`src/rtl/router_pkt_tx.sv`:
```
// Packet source for the router input port: buffers host payload, then sends header, payload, parity.
// Header appears one cycle after an accepted start; bus holds while busy, optional stall-timeout abort.
module router_pkt_tx #(
   parameter int GAP_CYCLES = 2,
   parameter int TIMEOUT    = 0
) (
   input  logic       clock,
   input  logic       resetn,
   input  logic       ld_en,
   input  logic [7:0] ld_data,
   output logic       ld_rdy,
   input  logic       start,
   input  logic [1:0] dest_addr,
   input  logic       busy,
   output logic [7:0] data_out,
   output logic       pkt_valid,
   output logic       tx_active,
   output logic       tx_done,
   output logic       start_err,
   output logic       tx_abort
);

   localparam logic [2:0] S_IDLE    = 3'd0;
   localparam logic [2:0] S_HEADER  = 3'd1;
   localparam logic [2:0] S_PAYLOAD = 3'd2;
   localparam logic [2:0] S_PARITY  = 3'd3;
   localparam logic [2:0] S_GAP     = 3'd4;

   localparam logic [7:0]  GAP_M1 = (GAP_CYCLES > 0) ? 8'(GAP_CYCLES - 1) : 8'd0;
   localparam logic [15:0] TO_M1  = (TIMEOUT > 0) ? 16'(TIMEOUT - 1) : 16'd0;

   logic [7:0]  mem [64];
   logic [2:0]  state_q, state_d;
   logic [5:0]  cnt_q, cnt_d;
   logic [5:0]  rd_ptr_q, rd_ptr_d;
   logic [5:0]  len_q, len_d;
   logic [7:0]  parity_q, parity_d;
   logic [7:0]  data_q, data_d;
   logic        vld_q, vld_d;
   logic [15:0] stall_q, stall_d;
   logic [7:0]  gap_q, gap_d;
   logic        done_q, done_d;
   logic        err_q, err_d;
   logic        abort_q, abort_d;
   logic        wr_en;
   logic        start_ok;
   logic        xfer;

   assign xfer      = !busy;
   assign tx_active = (state_q == S_HEADER) || (state_q == S_PAYLOAD) || (state_q == S_PARITY);
   assign ld_rdy    = (state_q == S_IDLE) && (cnt_q != 6'd63);
   assign start_ok  = (state_q == S_IDLE) && start && (dest_addr != 2'd3) && (cnt_q != 6'd0);

   always_comb begin
      state_d  = state_q;
      cnt_d    = cnt_q;
      rd_ptr_d = rd_ptr_q;
      len_d    = len_q;
      parity_d = parity_q;
      data_d   = data_q;
      vld_d    = vld_q;
      stall_d  = stall_q;
      gap_d    = gap_q;
      done_d   = 1'b0;
      err_d    = 1'b0;
      abort_d  = 1'b0;
      wr_en    = 1'b0;

      case (state_q)
         S_IDLE: begin
            if (start_ok) begin
               len_d    = cnt_q;
               parity_d = {cnt_q, dest_addr};
               data_d   = {cnt_q, dest_addr};
               vld_d    = 1'b1;
               stall_d  = 16'd0;
               state_d  = S_HEADER;
            end else if (start) begin
               err_d = 1'b1;
            end
            // An accepted start freezes the buffer, so a same-cycle load is dropped.
            if (ld_en && ld_rdy && !start_ok) begin
               wr_en = 1'b1;
               cnt_d = cnt_q + 6'd1;
            end
         end
         S_HEADER: begin
            if (xfer) begin
               data_d   = mem[0];
               rd_ptr_d = 6'd0;
               state_d  = S_PAYLOAD;
            end
         end
         S_PAYLOAD: begin
            if (xfer) begin
               parity_d = parity_q ^ data_q;
               if (rd_ptr_q == len_q - 6'd1) begin
                  data_d  = parity_q ^ data_q;
                  vld_d   = 1'b0;
                  state_d = S_PARITY;
               end else begin
                  rd_ptr_d = rd_ptr_q + 6'd1;
                  data_d   = mem[rd_ptr_q + 6'd1];
               end
            end
         end
         S_PARITY: begin
            if (xfer) begin
               data_d   = 8'd0;
               done_d   = 1'b1;
               cnt_d    = 6'd0;
               rd_ptr_d = 6'd0;
               gap_d    = 8'd0;
               state_d  = (GAP_CYCLES == 0) ? S_IDLE : S_GAP;
            end
         end
         S_GAP: begin
            if (gap_q == GAP_M1) begin
               state_d = S_IDLE;
            end else begin
               gap_d = gap_q + 8'd1;
            end
         end
         default: state_d = S_IDLE;
      endcase

      // Stall watchdog only runs while the bus is owned; any transfer restarts it.
      if (tx_active) begin
         if (xfer) begin
            stall_d = 16'd0;
         end else if ((TIMEOUT > 0) && (stall_q == TO_M1)) begin
            abort_d  = 1'b1;
            stall_d  = 16'd0;
            data_d   = 8'd0;
            vld_d    = 1'b0;
            cnt_d    = 6'd0;
            rd_ptr_d = 6'd0;
            state_d  = S_IDLE;
         end else begin
            stall_d = stall_q + 16'd1;
         end
      end
   end

   always_ff @(posedge clock) begin
      if (wr_en) begin
         mem[cnt_q] <= ld_data;
      end
   end

   always_ff @(posedge clock or negedge resetn) begin
      if (!resetn) begin
         state_q  <= S_IDLE;
         cnt_q    <= 6'd0;
         rd_ptr_q <= 6'd0;
         len_q    <= 6'd0;
         parity_q <= 8'd0;
         data_q   <= 8'd0;
         vld_q    <= 1'b0;
         stall_q  <= 16'd0;
         gap_q    <= 8'd0;
         done_q   <= 1'b0;
         err_q    <= 1'b0;
         abort_q  <= 1'b0;
      end else begin
         state_q  <= state_d;
         cnt_q    <= cnt_d;
         rd_ptr_q <= rd_ptr_d;
         len_q    <= len_d;
         parity_q <= parity_d;
         data_q   <= data_d;
         vld_q    <= vld_d;
         stall_q  <= stall_d;
         gap_q    <= gap_d;
         done_q   <= done_d;
         err_q    <= err_d;
         abort_q  <= abort_d;
      end
   end

   assign data_out  = data_q;
   assign pkt_valid = vld_q;
   assign tx_done   = done_q;
   assign start_err = err_q;
   assign tx_abort  = abort_q;

endmodule

```
`config.mk`:
```
export PLATFORM = sky130hd
export DESIGN_NAME = router_pkt_tx
export DESIGN_NICKNAME = d
export VERILOG_FILES = /design/src/rtl/router_pkt_tx.sv
export SDC_FILE = /design/constraint.sdc
export NUM_CORES = 1
export LEC_CHECK = 0
export ABC_AREA = 0
export BUFFER_PORTS_ARGS = -buffer_cell sky130_fd_sc_hd__buf_2
export CORE_ASPECT_RATIO = 0.75
export CORE_MARGIN = 2
export CORE_UTILIZATION = 55
export DETAILED_ROUTE_END_ITERATION = 12
export PLACE_DENSITY_LB_ADDON = 0.3
export SYNTH_ARGS = -nofsm -noshare
export SYNTH_HDL_FRONTEND = slang
export SYNTH_SLANG_ARGS = --single-unit
```
`constraint.sdc`:
```
create_clock -name clock -period 2.9 [get_ports clock]
set_clock_uncertainty 0.2 [all_clocks]
set_input_delay 0.87 -clock clock [delete_from_list [all_inputs] [get_ports clock]]
set_output_delay 0.87 -clock clock [all_outputs]
set_load 0.03 [all_outputs]
```
==> impl_metrics.sql <==
INSERT INTO impl_metrics (metric_group, metric, value, unit) VALUES
('outcome', 'outcome', 'finished clean', ''),
('layout', 'numnets_final', '1498', ''),
('timing', 'grt_setup_unrepaired', 'true', ''),
('min_path', 'worstHoldPathType', 'register to register', ''),
('clocking', 'cts_max_level', '2', ''),
('global_route', 'grt_antenna_before_repair', '0', ''),
('layout', 'antenna-diode-count', '0', ''),
('synth', 'synth_enable_flop_cells', '512', ''),
('worst_setup_path', 'worstSetupStartpointType', 'register', ''),
('routing', 'first_pass_iters', '8', ''),
('timing', 'final_period_util', '99.9', '%'),
('min_path', 'whs_path_depth', '1', ''),
('routing', 'detail-route-antenna-nets', '0', ''),
('layout', 'flow.area_growth_from_synthesis', '17.9', '%'),
('synth', 'synth.lib_cells_used.distinct', '68', ''),
('power', 'ir_worst_vdd', '0.934', 'mV'),
('synth', 'syn_inst', '1288', ''),
('synth', 'postSynthNetCount', '1309', ''),
('timing', 'setup_viol_count_final', '0', ''),
('worst_setup_path', 'critical_path.endpoint', 'data_out[4]', ''),
('timing', 'period_needed', '2.90', 'ns'),
('synth', 'library_cell_with_the_largest_summed_area_after_synthesis', 'edfxtp_1', ''),
('worst_setup_path', 'reg2reg_to', 'data_out[4]', ''),
('placed_design', 'dp_hpwl', '35100', 'um'),
('clocking', 'cts.sinks', '560', ''),
('power', 'combinationalPowerShare', '42.9', '%'),
('power', 'power.net_switching', '9.89', 'mW'),
('global_route', 'grt_max_degree', '65', ''),
('die', 'effective_utilization_at_floorplan', '56.2', '%'),
('clocking', 'cts_buffers', '51', ''),
('synth', 'combinational_family_with_the_most_area_after_synthesis', 'multiplexers', ''),
('global_route', 'grt_first_pass_wirelength', '83900', 'um'),
('layout', 'util_after_layout', '66.3', '%'),
('timing', 'finalMaxSlewViolations', '0', ''),
('worst_setup_path', 'required_arrival_time_at_the_worst_endpoint', '3.16', 'ns'),
('placed_design', 'gp_routability_congestion', '0.869', ''),
('die', 'std_cell_rows', '64', ''),
('synth', 'yosys_register_bits', '560', ''),
('worst_setup_path', 'critical_path_arrival', '3.16', 'ns'),
('synth', 'synth_top_cells_by_area', 'edfxtp_1 (67%), mux4_2 (12%), dfrtp_1 (5.2%)', ''),
('synth', 'synth.yosys.warnings', '0', ''),
('job', 'max_cap_violations', '0', ''),
('power', 'cellInternalPower', '18.7', 'mW'),
('worst_setup_path', 'critical_register_to_register_path_startpoint', 'rd_ptr_q[0]', ''),
('power', 'pwr_density_cell', '1050', 'nW/um^2'),
('global_route', 'first_global_vias', '12992', ''),
('worst_setup_path', 'critPathCaptureType', 'register', ''),
('die', 'floorplan.core_area', '41100', 'um^2'),
('layout', 'final_common_cell', 'edfxtp_1', ''),
('routing', 'routed-via-count', '13139', ''),
('worst_setup_path', 'setup.reg_to_reg.worst_slack', '0.004', 'ns'),
('power', 'power.static_leakage', '9.22', 'nW'),
('clocking', 'cts.reportedPaths.clkPinSlew', '0.07', 'ns'),
('timing', 'max_freq', '345', 'MHz'),
('die', 'design.die.area', '43700', 'um^2'),
('synth', 'most_frequently_used_flop_master_after_synthesis', 'edfxtp_1', ''),
('timing', 'max_slew_margin', '38.5', '%'),
('synth', 'share_of_flip_flops_with_an_asynchronous_set_or_reset_after_synthesis', '8.57', '%'),
('synth', 'synthesis.area_per_instance', '17.9', 'um^2'),
('power', 'power_frac_seq', '33.3', '%'),
('power', 'p_clk_share', '23.9', '%'),
('clocking', 'cts_max_path_buffers', '3', ''),
('power', 'power_switching_share', '34.6', '%'),
('routing', 'vias_per_cell', '6.32', ''),
('synth', 'synth_largest_type_area_fraction', '66.6', '%'),
('timing', 'hold_ws', '0.309', 'ns'),
('routing', 'wl', '57500', 'um'),
('synth', 'synthAdderAreaFrac', '0.325', '%'),
('worst_setup_path', 'r2r.worst_path.cells', '10', ''),
('worst_setup_path', 'worst_setup_path_startpoint', 'rd_ptr_q[0]', ''),
('worst_setup_path', 'critPathMaxFanout', '8', '');
## worst min-delay path by stage
stage	startpoint	endpoint	slack [ns]
4_1_cts	pkt_valid	pkt_valid	0.31
6_report	pkt_valid	pkt_valid	0.31
5_1_grt	pkt_valid	pkt_valid	0.33
3_3_place_gp	pkt_valid	pkt_valid	0.26
3_5_place_dp	pkt_valid	pkt_valid	0.29
2_1_floorplan	len_q[5]	len_q[5]	0.27
## logic make-up (layout without fill, tap and decap cells)
logic type	count (synthesis)	in the layout
buf+inv	78	307
flops	560	560
mux	171	171
fa+ha+maj	6	6
other cells	1	1
xor+xnor	27	27
simple gates	263	263
compound gates	182	182
## area by class of cell
class                      count  area [um^2]
clock buffer                  62         1360
clock inverter                31          324
fill                        2702        13900
inverter                      13         48.8
multi-input combinational    650         6320
sequential                   560        16600
tap                          561          702
timing repair buffer         201         1890
## state kept, by name, summed over array words and instances (netlist names)
| name | cells |
|---|---|
| mem | 512 |
| data_out | 8 |
| gap_q | 8 |
| parity_q | 8 |
| cnt_q | 6 |
| len_q | 6 |
| rd_ptr_q | 6 |
| state_q | 3 |
| pkt_valid | 1 |
| start_err | 1 |
| tx_done | 1 |
## cell usage after synthesis (18+ instances only)
master / instances
o21ai_0: 53
nand3_1: 24
buf_2: 18
dfrtp_1: 48
a21oi_1: 41
nor2_1: 90
edfxtp_1: 512
nand2b_1: 26
mux4_2: 128
mux2i_1: 42
nand2_1: 62
clkbuf_1: 19
## metrics by stage
stage	cell area [um^2]	setup WS, ns	cells	power, mW	TNS (ns)
CTS	26800	-0.0206	2059	27.1	-0.0206
finish	27200	0.00382	2078	28.6	0
floorplan	23100	0.00744	1288	16.5	0
global placement	25100	-0.0475	1965	20.0	-0.0475
detailed placement	25100	-0.112	1965	20.2	-0.152
global route	27200	-0.0519	2078	29.6	-0.154
## routing by layer
| metal | global-route usage (%) | share of wire (%) |
|---|---|---|
| met1 | 40.4 | 41 |
| met2 | 39.6 | 47 |
| met3 | 5.06 | 10 |
| met4 | 5.89 | 1.8 |
| met5 | 0 | 0 |
## timing repair
| action | 4_1_cts | 5_1_grt |
|---|---|---|
| hold buffers | 1 | 0 |
| buffers inserted | 0 | 16 |
| cloned | 0 | 5 |
| pin swaps | 0 | 11 |
| resized for setup | 6 | 41 |
| setup endpoints to repair | 3 | 8 |
| hold endpoints to repair | 9 | 0 |
## worst max-delay path, stage by stage, from the launching register on
cell and delay [ns]:
dfrtp_4 0.52, ha_4 0.32, buf_4 0.12, buf_12 0.10
clkbuf_16 0.17, mux4_2 0.32, mux2i_2 0.25, o21ai_0 0.13
nand2_1 0.14, nor3_2 0.08, o41a_1 0.42
## power by group through the flow
stage                     clock (mW)  combinational [mW]  sequential (mW)
after floorplan                    0                6.76             9.69
after global placement             0                10.4             9.63
after detailed placement           0                10.5             9.65
after CTS                       6.89                10.7             9.49
after global routing            7.21                12.8             9.53
final                           6.82                12.2             9.50
Power figures use the tool's default switching activity.
